<file path="config.mk">
export PLATFORM = sky130hd
export DESIGN_NAME = orbus_resp
export DESIGN_NICKNAME = d
export VERILOG_FILES = /design/src/rtl/orbus_resp_pkg.sv /design/src/rtl/orbus_resp_regs.sv /design/src/rtl/orbus_resp.sv
export SDC_FILE = /design/constraint.sdc
export NUM_CORES = 1
export LEC_CHECK = 0
export BUFFER_PORTS_ARGS = -buffer_cell sky130_fd_sc_hd__buf_2
export CORE_ASPECT_RATIO = 0.8
export CORE_MARGIN = 2
export CORE_UTILIZATION = 47
export CTS_CLUSTER_DIAMETER = 150
export DETAILED_ROUTE_END_ITERATION = 6
export PLACE_DENSITY = 0.68
export SLEW_MARGIN = 20
export SYNTH_ARGS = -nofsm -noshare
export SYNTH_HDL_FRONTEND = slang
export SYNTH_SLANG_ARGS = --single-unit
export TNS_END_PERCENT = 30
</file>
<file path="constraint.sdc">
create_clock -name CLK -period 4.1 [get_ports CLK]
set_clock_uncertainty 0.15 [all_clocks]
set_input_delay 0.205 -clock CLK [delete_from_list [all_inputs] [get_ports CLK]]
set_output_delay 0.205 -clock CLK [all_outputs]
set_load 0.03 [all_outputs]
</file>
<file path="src/rtl/orbus_resp_pkg.sv">
// ---------------------------------------------------------------------------
// orbus_resp_pkg
// Shared encodings for the OR-bus responder: FSM states, register address map
// and a byte-lane merge helper.
// Revision: 1.0
// ---------------------------------------------------------------------------
`default_nettype none

package orbus_resp_pkg;

  // Access sequencer states
  typedef enum logic [1:0] {
    ST_IDLE  = 2'd0,
    ST_WAIT  = 2'd1,
    ST_RDATA = 2'd2,
    ST_WACK  = 2'd3
  } state_t;

  // Register map within the responder window
  localparam int          NUM_RW_REGS = 6;
  localparam logic [2:0]  REG_STAT    = 3'd6;
  localparam logic [2:0]  REG_ID      = 3'd7;

  // Merge write data into an existing word, one byte lane per enable bit
  function automatic logic [15:0] merge_bytes(input logic [15:0] old_val,
                                              input logic [15:0] wdata,
                                              input logic [1:0]  be);
    logic [15:0] res;
    res       = old_val;
    if (be[0]) res[7:0]  = wdata[7:0];
    if (be[1]) res[15:8] = wdata[15:8];
    return res;
  endfunction

endpackage

`default_nettype wire

</file>
<file path="src/rtl/orbus_resp_regs.sv">
// ---------------------------------------------------------------------------
// orbus_resp_regs
// Register file of the responder: six read/write words, a sticky event status
// word with read-to-clear, and a constant identification word.
// Revision: 1.0
// ---------------------------------------------------------------------------
`default_nettype none

module orbus_resp_regs
  import orbus_resp_pkg::*;
#(
  parameter logic [15:0] ID_VAL = 16'h0A51
) (
  input  logic        clk,
  input  logic        rst,
  input  logic        wr_en,
  input  logic [2:0]  wr_addr,
  input  logic [15:0] wr_data,
  input  logic [1:0]  wr_be,
  input  logic [15:0] evt,
  input  logic [2:0]  rd_addr,
  input  logic        rd_capture,
  output logic [15:0] rd_data
);

  logic [15:0] regs [NUM_RW_REGS];
  logic [15:0] stat;
  logic [15:0] clr_mask;

  // Byte-enabled writes to the plain registers; addresses 6 and 7 never match
  always_ff @(posedge clk or posedge rst) begin
    if (rst) begin
      for (int i = 0; i < NUM_RW_REGS; i++) begin
        regs[i] <= '0;
      end
    end else begin
      for (int i = 0; i < NUM_RW_REGS; i++) begin
        if (wr_en && (wr_addr == 3'(i))) begin
          regs[i] <= merge_bytes(regs[i], wr_data, wr_be);
        end
      end
    end
  end

  // Clear only the bits being returned to the bus on the capture edge
  always_comb begin
    clr_mask = '0;
    if (rd_capture && (rd_addr == REG_STAT)) begin
      clr_mask = stat;
    end
  end

  // Sticky status: new events are OR-ed in after the clear so a set wins
  always_ff @(posedge clk or posedge rst) begin
    if (rst) begin
      stat <= '0;
    end else begin
      stat <= (stat & ~clr_mask) | evt;
    end
  end

  // Read mux over the whole window
  always_comb begin
    rd_data = '0;
    case (rd_addr)
      REG_STAT: rd_data = stat;
      REG_ID:   rd_data = ID_VAL;
      default: begin
        for (int i = 0; i < NUM_RW_REGS; i++) begin
          if (rd_addr == 3'(i)) begin
            rd_data = regs[i];
          end
        end
      end
    endcase
  end

endmodule

`default_nettype wire

</file>
<file path="src/rtl/orbus_resp.sv">
// ---------------------------------------------------------------------------
// orbus_resp
// OR-bus responder: accepts read/write strobes in its window, inserts
// WAIT_CYC read wait states, drives MDR only during the read data cycle and
// pulses ACK for one cycle at the end of every access.
// Revision: 1.0
// ---------------------------------------------------------------------------
`default_nettype none

module orbus_resp
  import orbus_resp_pkg::*;
#(
  parameter int          WAIT_CYC = 1,
  parameter logic [15:0] ID_VAL   = 16'h0A51
) (
  input  logic        CLK,
  input  logic        RESET,
  input  logic        CSEL,
  input  logic        RD,
  input  logic        WR,
  input  logic [2:0]  MA,
  input  logic [15:0] MDW,
  input  logic [1:0]  WBE,
  input  logic [15:0] EVT,
  output logic [15:0] MDR,
  output logic        BUSY,
  output logic        ACK
);

  // Zero wait states skip the WAIT state entirely
  localparam logic       NO_WAIT  = (WAIT_CYC == 0);
  localparam logic [1:0] CNT_LOAD = (WAIT_CYC > 0) ? 2'(WAIT_CYC - 1) : 2'd0;

  state_t      state;
  logic [1:0]  cnt;
  logic [2:0]  addr_q;
  logic [15:0] mdr_q;
  logic        busy_q;
  logic        ack_q;

  logic        rd_req;
  logic        wr_req;
  logic        capture;
  logic [2:0]  rd_addr;
  logic [15:0] rd_data;

  // Strobe qualification and the edge on which read data is sampled
  always_comb begin
    rd_req  = (state == ST_IDLE) && CSEL && RD;
    wr_req  = (state == ST_IDLE) && CSEL && WR && !RD;
    capture = (rd_req && NO_WAIT) || ((state == ST_WAIT) && (cnt == 2'd0));
    // With no wait states the capture happens on the strobe edge itself,
    // before the address has been latched
    rd_addr = (state == ST_IDLE) ? MA : addr_q;
  end

  orbus_resp_regs #(
    .ID_VAL (ID_VAL)
  ) u_regs (
    .clk        (CLK),
    .rst        (RESET),
    .wr_en      (wr_req),
    .wr_addr    (MA),
    .wr_data    (MDW),
    .wr_be      (WBE),
    .evt        (EVT),
    .rd_addr    (rd_addr),
    .rd_capture (capture),
    .rd_data    (rd_data)
  );

  // Access sequencer with registered BUSY, ACK and read data
  always_ff @(posedge CLK or posedge RESET) begin
    if (RESET) begin
      state  <= ST_IDLE;
      cnt    <= 2'd0;
      addr_q <= 3'd0;
      mdr_q  <= '0;
      busy_q <= 1'b0;
      ack_q  <= 1'b0;
    end else begin
      ack_q <= 1'b0;
      mdr_q <= '0;
      case (state)
        ST_IDLE: begin
          if (rd_req) begin
            addr_q <= MA;
            busy_q <= 1'b1;
            if (NO_WAIT) begin
              state <= ST_RDATA;
              mdr_q <= rd_data;
              ack_q <= 1'b1;
            end else begin
              state <= ST_WAIT;
              cnt   <= CNT_LOAD;
            end
          end else if (wr_req) begin
            state  <= ST_WACK;
            busy_q <= 1'b1;
            ack_q  <= 1'b1;
          end
        end
        ST_WAIT: begin
          if (cnt == 2'd0) begin
            state <= ST_RDATA;
            mdr_q <= rd_data;
            ack_q <= 1'b1;
          end else begin
            cnt <= cnt - 2'd1;
          end
        end
        ST_RDATA: begin
          state  <= ST_IDLE;
          busy_q <= 1'b0;
        end
        ST_WACK: begin
          state  <= ST_IDLE;
          busy_q <= 1'b0;
        end
        default: begin
          state  <= ST_IDLE;
          busy_q <= 1'b0;
        end
      endcase
    end
  end

  // The read leg is forced to zero outside RDATA so it never pollutes the OR bus
  always_comb begin
    MDR  = (state == ST_RDATA) ? mdr_q : 16'h0000;
    BUSY = busy_q;
    ACK  = ack_q;
  end

endmodule

`default_nettype wire

</file>
==> impl.org, run 1 <==
** Synth
- Top cell type by total area after synthesis :: dfrtp_1
- Number of flops mapped to enable cells by yosys :: 0
- #FFs+latches synth :: 137
- Of the post-synthesis cell area, the dominant cell type holds 0.533.
- Counting every net in the synthesized netlist gives 561.
- Average cell area after synthesis :: around 12 µm²
- Netlist area before placement :: between 6000 and 7000 µm²
- Count of cell types in the netlist :: 51
- Among all flip-flop cells after synthesis, the most frequent one is dfrtp_1.
- Sequential cell area fraction in the yosys report :: 0.533
- Total number of yosys warnings :: 0
- Post-Syn Instances :: around 520
- Ranked by total cell area, the synthesized netlist is headed by dfrtp_1 53%, mux2_2 15%, mux2_4 4.0%, mux2i_1 3.3%, a21o_1 2.0%.
- FFs w/ async S/R, synth :: 1.00

** Cells and area
- Area occupied by registers :: between 3000 and 4000 µm²
- Antenna diode count :: 0
- From synthesis to final layout, the design area changed by 21.5%.
- The layout has 1130 filler cells.
- Proportion of layout cells with a drive suffix above 1 :: 0.349
- Final Net Count :: about 660
- Footprint of the multi-input gates :: about 2800 µm²

** Pwr
- The worst-case IR drop observed on VDD is roughly 0.44 mV.
- Leakage power :: roughly 3.7 nW
- Summing internal, switching and leakage power gives just over 0.005 W.
- Pwr dens :: between 600 and 700 nW/µm²

** Clock tree
- PostCTS Resize Cnt :: 0
- In this run the deepest clock path goes through 2 buffers.
- Count of hold-fix buffers inserted at cts :: 34
- Number of sinks driven by the clock tree :: 137
- TritonCTS built the clock tree.
- The later pin in the worst-skew pair is clocked with a latency of about 420 ps.
- Total setup buffers inserted after CTS :: 0
- CTS buffer count :: 17
- H-tree depth :: 4
- Clock root cell :: clkbuf_16
- After clock tree synthesis, the clock-pin slew on the worst setup and hold paths is around 60 ps.

** Worst hold path
- Hold Crit Class :: in -> reg
- HP Start :: MA[0]
- Depth of the worst hold-timing path :: 2
- Destination of the worst hold path :: addr_q[0]

** Timing
- At the pin with the least slew margin, the transition time is a little under 1000 ps.
- Static timing analysis puts the maximum clock frequency at approximately 0.33 GHz.
- The final-report hold violation count was 0.
- Setup violations remaining at the end of the flow were counted as 0.
- Final critical delay including setup and external delays :: roughly 3000 ps
- Final worst-path cycle share :: 0.747
- Setup repair after global routing left no endpoint under its margin.
- Total count of max-transition violations in the final report :: 0
- After routing, the total negative slack on setup checks comes to 0 ps.
- Max_slew headroom :: 0.352

** Detailed routing
- Average wire per cell in the routed design :: between 20 and 25 µm
- The pre-antenna-repair detailed-routing pass consisted of 4 iterations.
- Starting DRT DRC Count :: between 200 and 300
- Once detail routing completed, the nets flagged for antenna violations numbered 0.
- The routed layout has 4543 vias.
- Using the TritonRoute via totals, the vias-per-cell ratio works out to roughly 5.7.
- DRC errors left :: 0
- Final wirelength :: ~17000 µm

** Setup path
- Startpoint of the most critical register-to-register path :: state[0]
- Top fanout value on the critical path :: 17
- Data on the critical path is required at its endpoint by roughly 4300 ps.
- The worst setup path is captured at a flip-flop.
- Worst Setup Path Type :: reg -> reg
- Type of origin of the critical path :: flip-flop
- Number of cells on the worst reg-to-reg path :: 6
- Internal reg-to-reg setup slack :: about 1000 ps
- Worst r2r dst :: mdr_q[13]
- At the worst endpoint, the arrival time is about 3200 ps.
- Startpoint of the most critical setup path :: state[0]

** Die
- Die Y :: 109 µm
- From left edge to right edge, the die measures roughly 130 µm.
- Die Footprint :: roughly 15000 µm²
- 60 I/O pins were placed.
- Core region area :: approximately 13000 µm²
- Rows :: 38
- For this configuration, the core starts out at a cell density of 0.478.

** GRT
- In the global route stage, met1 resource usage came out at 0.337.
- Most used routing layer in global routing :: met2
- Vias in the first global route :: just under 5000
- The number of antenna violations at the first check in global routing was 0.
- The first global-routing pass estimated roughly 27000 µm of wire.
- Entering global routing, the biggest net connects 79 pins.
- Summed over all layers, the global routing overflow is 0.
- Global-route usage over all layers :: 0.248
- Met3 Usage GRT :: 0.0669
- For met2 alone, demand over resource in global routing was 0.388.

** Placement
- The congestion estimate from routability-driven global placement came to roughly 0.85.
- Detailed placement finished with a half-perimeter wire length of 10800 µm.
- Buffers placed on the I/O ports in this run total a little under 60.

** Run
- Max-cap violations in this run came to 0.

** Status
- Outcome :: finished clean
[per-stage QoR]
stage | util | setup slack, ps | std cells | instance area, µm² | hold WS, ps
finish | 0.581 | 1040 | 804 | 7820 | 28.6
floorplan | - | 77.2 | 518 | 6440 | 147
CTS | 0.581 | 1070 | 804 | 7820 | 9.56
detailed placement | 0.510 | 1110 | 739 | 6860 | 239
global route | 0.581 | 848 | 804 | 7820 | 32.7
global placement | 0.510 | 1240 | 739 | 6860 | 235
[layout by cell type, fill, tap and decap left out, types with 2 or more instances in the layout]
cell / n
a21o_1: 17
and3_4: 2
and3_1: 2
nor3_1: 19
clkbuf_8: 3
o211a_1: 7
bufinv_16: 4
o21a_1: 5
o21ai_0: 16
clkbuf_16: 17
nand3b_1: 3
nand2_2: 6
o31ai_1: 2
o31a_1: 4
nand2_1: 26
mux2_4: 17
buf_4: 12
inv_1: 7
a22o_1: 4
nor2b_1: 4
nor2_1: 20
o211ai_1: 7
a311oi_1: 4
and2_1: 19
nand3_1: 7
o22ai_1: 6
mux2_2: 83
clkbuf_1: 3
dlygate4sd3_1: 34
dfrtp_1: 137
nand2b_1: 2
nand3_2: 4
clkinv_2: 3
a21oi_1: 17
mux2i_1: 21
buf_2: 59
[worst max-delay path by stage]
stage,to,slack [ps],cells after the start
floorplan,ACK,80,1
global placement,mdr_q[10],1240,6
detailed placement,mdr_q[10],1110,6
CTS,mdr_q[13],1070,6
global route,mdr_q[10],850,6
finish,mdr_q[13],1040,6
[final cells by class]
type / instances / share of cell area
flip-flops and latches: 137 / 0.438
multi-input cells: 343 / 0.356
repair buffers: 105 / 0.0928
clock buffers: 23 / 0.0611
well taps: 180 / 0.0288
clock inverters: 8 / 0.0182
inverters: 8 / 0.00416
[metal layers]
layer,wire length [µm],up-vias
met5,0,-
met4,236,0
met3,1100,22
met2,7830,124
met1,7780,2349
li1,-,2048
[cells in the mapped netlist, types with 2 or more instances]
| cell | instances |
|---|---|
| a311oi_1 | 4 |
| mux2_4 | 17 |
| nor3_1 | 19 |
| buf_12 | 2 |
| nor2b_1 | 4 |
| mux2_2 | 83 |
| o22ai_1 | 6 |
| and2_1 | 19 |
| o21a_1 | 5 |
| and3_1 | 2 |
| nand2_1 | 26 |
| a21oi_1 | 17 |
| nand3b_1 | 3 |
| nor2_1 | 20 |
| nand2_2 | 6 |
| buf_6 | 5 |
| o31a_1 | 4 |
| a31oi_1 | 2 |
| buf_4 | 2 |
| a21o_1 | 17 |
| a22o_1 | 4 |
| mux2i_1 | 21 |
| nand3_2 | 4 |
| o31ai_1 | 2 |
| nand3_1 | 7 |
| o21ai_0 | 16 |
| nand2b_1 | 2 |
| buf_2 | 6 |
| dfrtp_1 | 137 |
| inv_1 | 8 |
| o211ai_1 | 7 |
| and3_4 | 2 |
| clkbuf_1 | 15 |
| o211a_1 | 7 |
[kinds of logic after synthesis]
family | after synthesis | synth area share
buffers and inverters | 38 | 0.0354
DFF | 137 | 0.533
and+or+nand+nor | 124 | 0.106
AOI/OAI and AO/OA | 96 | 0.104
muxes | 122 | 0.221
adders and majority gates | 1 | 0.00194
[worst max-delay path: stages (launching register included)]
cell     delay (ps)
dfrtp_1         610
or2_1           520
mux2i_4         860
buf_4           290
mux2i_1         180
o21ai_0         100
o211a_1         220
[registers in the layout, summed over array words and instances, names as in the netlist]
signal / count
ACK: 1
BUSY: 1
addr_q: 3
cnt: 2
mdr_q: 16
state: 2
u_regs.regs: 96
u_regs.stat: 16
[power by group]
group / switching, W / leakage [nW] / internal [W]
sequential: 0.000188 / 1.78 / 0.00163
clock: 0.000566 / 0.303 / 0.00106
combinational: 0.000974 / 1.67 / 0.000626
total: 0.00173 / 3.75 / 0.00331
Power figures use the tool's default switching activity.
==> run 2, diff against run 1 <==
- ABC_AREA: unset -> 1
- PLACE_DENSITY: 0.68 -> 0.66
- clock period: 4.1 -> 2.9 ns (I/O delays scaled with it)
==> impl.org, run 2 <==
** Synth
- Top cell type by total area after synthesis :: dfrtp_1
- Number of flops mapped to enable cells by yosys :: 0 (unchanged)
- By count the netlist is led by 190 x nand2_1, 137 x dfrtp_1, 94 x inv_1, 93 x o21ai_0, 57 x nor2_1.
- The sequential area share after synthesis came to 0.527 (-0.00533).
- Post-Syn Instances :: 776 (+50%)
- The flip-flop and latch count after synthesis came to 137 (unchanged).
- The portion of synthesized cell area occupied by the leading cell type was 0.527 (-0.00533).
- Main flop type after synthesis :: dfrtp_1
- The async set-or-reset flop fraction in the synthesized netlist is 1.00 (unchanged).
- In the post-synthesis netlist, the cell with the most instances is nand2_1.
- By area the synthesized netlist is led by dfrtp_1 53%, nand2_1 11%, o21ai_0 7.2%, inv_1 5.4%, nand4_1 3.7%.
- Netlist area before placement :: 6500 µm² (+1.0%)
- Total number of yosys warnings :: 0 (unchanged)
- Net Count, Synth :: 819 (+46%)
- Count of cell types in the netlist :: 28 (-45%)
- Average cell area after synthesis :: 8.38 µm² (-33%)

** Die
- The number of placement rows came to 38 (unchanged).
- Starting density of the core :: 0.480 (+0.00144)
- The vertical extent of the die is 109 µm (+0.49%).
- The number of top-level pins came to 60 (unchanged).
- Die Footprint :: 14800 µm² (+0.98%)
- The area of the core was 13600 µm² (+0.71%).
- Floorplan die width :: 136 µm (+0.49%)

** Setup path
- The critical path goes through inv_1, nand2_1, nand2_1, nand2_2, nor2_4, nand2_1, nor2_4, o21bai_1.
- The endpoint identified for the worst register-to-register timing path is u_regs.stat[8].
- Tracing the worst setup path back leads to its startpoint at state[1].
- Worst Setup End Kind :: flip-flop
- Crit path top cell by count :: nand2_1
- Top fanout value on the critical path :: 28 (+11)
- Number of cells on the worst reg-to-reg path :: 8 (+2)
- Critical Path RT :: 3040 ps (-1220 ps)
- The worst setup path is launched from a flip-flop.
- Highest cell delay on the worst timing path :: 600 ps (-260 ps)
- The total stage count of the critical path came to 8 (+2).
- The number of buffers and inverters on the critical path came to 1 (unchanged).
- Worst Setup Path Type :: reg -> reg
- CP Data Arrival Time :: 2670 ps (-550 ps)
- Internal reg-to-reg setup slack :: 370 ps (-670 ps)
- In this design, the largest share of critical-path delay is due to simple AND/OR/NAND/NOR gates.
- Last element of the critical path :: u_regs.stat[8]
- The slowest stage of the critical path belongs to the cell nor2_4.
- The startpoint identified for the worst register-to-register timing path is state[1].

** Cells and area
- The fraction of layout cells with a size suffix above 1 was 0.144 (-0.206).
- Final Instance Count excl. Fillers :: 1057 (+31%)
- Final core utilization :: 0.584 (+0.00266)
- The largest registers in the layout are u_regs.regs: 96 flops, mdr_q: 16 flops, u_regs.stat: 16 flops.
- Top register by number of flip-flops :: u_regs.regs
- Commonest non-fill, non-tap cell in the layout :: nand2_1
- Antenna diode count :: 0 (unchanged)
- Most frequent cells in the layout :: 190 x nand2_1, 137 x dfrtp_1, 93 x inv_1, 93 x o21ai_0, 59 x buf_2
- Flip-flop count of the largest register, all copies and words added :: 96 (unchanged)
- The number of nets at the end of the flow is 907 (+38%).
- Compared with the post-synthesis result, the final layout area differs by 21.7%.

** Pwr
- The total power after layout is 0.00751 W (+49%).
- Relative contribution of the clock network to total power :: 0.305 (-0.017)
- The maximum vdd ir drop was 0.556 mV (+27%).
- The internal power of the cells is 0.00461 W (+39%).
- Switching Share :: 0.385 (+0.0426)
- The proportion of power drawn by flip-flops and latches was 0.336 (-0.024).
- Net switching power figure :: 0.00289 W (+67%)
- Pwr dens :: 949 nW/µm² (+47%)
- The cell leakage power was 4.04 nW (+7.8%).
- The combinational group share of total power was 0.360 (+0.043).

** GRT
- The first-pass GRT wire length came to 27200 µm (+2.4%).
- The number of global-route vias before repair came to 5197 (+7.7%).
- The global-route usage over all layers is 0.241 (-0.00630).
- The global route total overflow came to 0 (unchanged).
- Largest net degree at the start of global routing :: 138 (+75%)
- The number of antenna violations at the first check in global routing is 0 (unchanged).

** Detailed routing
- The total via count in the routed design came to 5538 (+22%).
- The number of iterations in the first detailed-routing pass is 5 (+1).
- The total DRC errors in the routed layout is 0 (unchanged).
- The number of DRC markers in iteration 0 is 464 (+62%).
- The antenna violation net count after detailed routing came to 0 (unchanged).
- Final wirelength :: 16700 µm (-1.6%)
- Average wire per cell in the routed design :: 15.8 µm (-25%)
- The via density per instance came to 5.24 (-7.3%).

** Clock tree
- The maximum clock path buffer count came to 2 (unchanged).
- The total clock sinks is 137 (unchanged).
- Reg clk slew, reported paths :: 60 ps (about the same)
- H-tree depth :: 4 (unchanged)
- CTS tree :: built
- The total clock buffers created by CTS was 17 (unchanged).
- Count of hold-fix buffers inserted at cts :: 37 (+8.8%)
- The tree is rooted in a clkbuf_16.
- The post-CTS resize count is 0 (unchanged).
- The post-CTS setup repair buffer count came to 0 (unchanged).
- The clock insertion delay at the later pin of the skew report is 430 ps (about the same).

** Timing
- Maximum clock frequency :: 0.395 GHz (+21%)
- Max_slew headroom :: 0.421 (+0.0687)
- The sum of negative setup slack is 0 ps (unchanged).
- Unrepaired setup endpoints after global routing :: no
- Final worst-path cycle share :: 0.873 (+0.126)
- The transition time of the tightest slew-check pin is 869 ps (-103 ps).
- The minimum clock period is 2530 ps (-531 ps).
- Final Setup Violations :: 0 (unchanged)
- The final-report hold violation count was 0 (unchanged).
- Setup slack of the critical path after layout :: 369 ps (-669 ps)
- Total count of max-transition violations in the final report :: 0 (unchanged)

** Worst hold path
- The worst hold path belongs to the class in -> reg.

** Placement
- Cell total after placement :: 988 (+34%)
- The detailed-placement wirelength estimate was 11000 µm (+1.3%).
- The final weighted congestion in routability-driven placement is 0.884 (+3.7%).
- Pre-CTS setup slack :: 454 ps (-660 ps)
- The total of buffers placed on input and output ports was 59 (unchanged).

** Run
- The max-cap check violation count came to 0 (unchanged).

** Status
- Outcome :: finished clean
-- run 2: cell count changes after synthesis, moves of 21 or more --
cell / before / now
nand3_1: 7 / 39
mux2_2: 83 / 0
nor2_1: 20 / 57
nand2_1: 26 / 190
o21ai_0: 16 / 93
inv_1: 8 / 94
nand4_1: 0 / 38
mux2i_1: 21 / 0
-- run 2: worst register-to-register path, delay by kind of cell (launching register included) --
| kind | cells | cell delay [ps] |
|---|---|---|
| simple gates | 6 | 1590 |
| flops | 1 | 440 |
| compound gates | 1 | 120 |
| buf+inv | 1 | 110 |
-- run 2: cell families after synthesis --
logic type / Yosys count / synth area share
AOI/OAI and AO/OA: 154 / 0.126
adders and majority gates: 1 / 0.00192
buffers and inverters: 134 / 0.0887
DFF: 137 / 0.527
and+or+nand+nor: 350 / 0.256
-- run 2: power groups by stage --
stage | Sequential [W] | Clock (W) | Combinational, W
floorplan | 0.00251 | 0 | 0.00195
global placement | 0.00253 | 0 | 0.00255
detailed placement | 0.00254 | 0 | 0.00260
CTS | 0.00251 | 0.00233 | 0.00266
global route | 0.00256 | 0.00241 | 0.00304
finish | 0.00252 | 0.00229 | 0.00270
-- run 2: final cells by class --
type                       count  area (µm²)
fill                        1221        5640
sequential                   137        3430
multi-input combinational    505        2500
timing repair buffer         106         753
clock buffer                  25         526
inverter                      97         368
tap                          180         225
clock inverter                 7         110
-- run 2: how the worst min path moves through the flow --
stage                  from              end  cells past startpoint  slack, ps
global placement    EVT[12]  u_regs.stat[12]                      2        190
CTS                   MA[0]        addr_q[0]                      3         10
floorplan            EVT[0]   u_regs.stat[0]                      1        110
detailed placement  EVT[13]  u_regs.stat[13]                      2        200
finish                MA[0]        addr_q[0]                      3         40
global route          MA[0]        addr_q[0]                      3         30
-- run 2: layer usage --
metal / routed length [µm] / vias up / GRT usage
met1: 8250 / 2617 / 0.355
met2: 6970 / 202 / 0.350
li1: - / 2700 / -
met4: 254 / 0 / 0.0811
met3: 1190 / 19 / 0.0581
met5: 0 / - / 0
-- run 2: per-stage QoR --
step | cell area [µm²] | hold slack (ps)
final | 7910 | 35.1
after global routing | 7910 | 27.0
after CTS | 7910 | 13.8
after detailed placement | 6910 | 195
after global placement | 6910 | 193
after floorplan | 6510 | 109
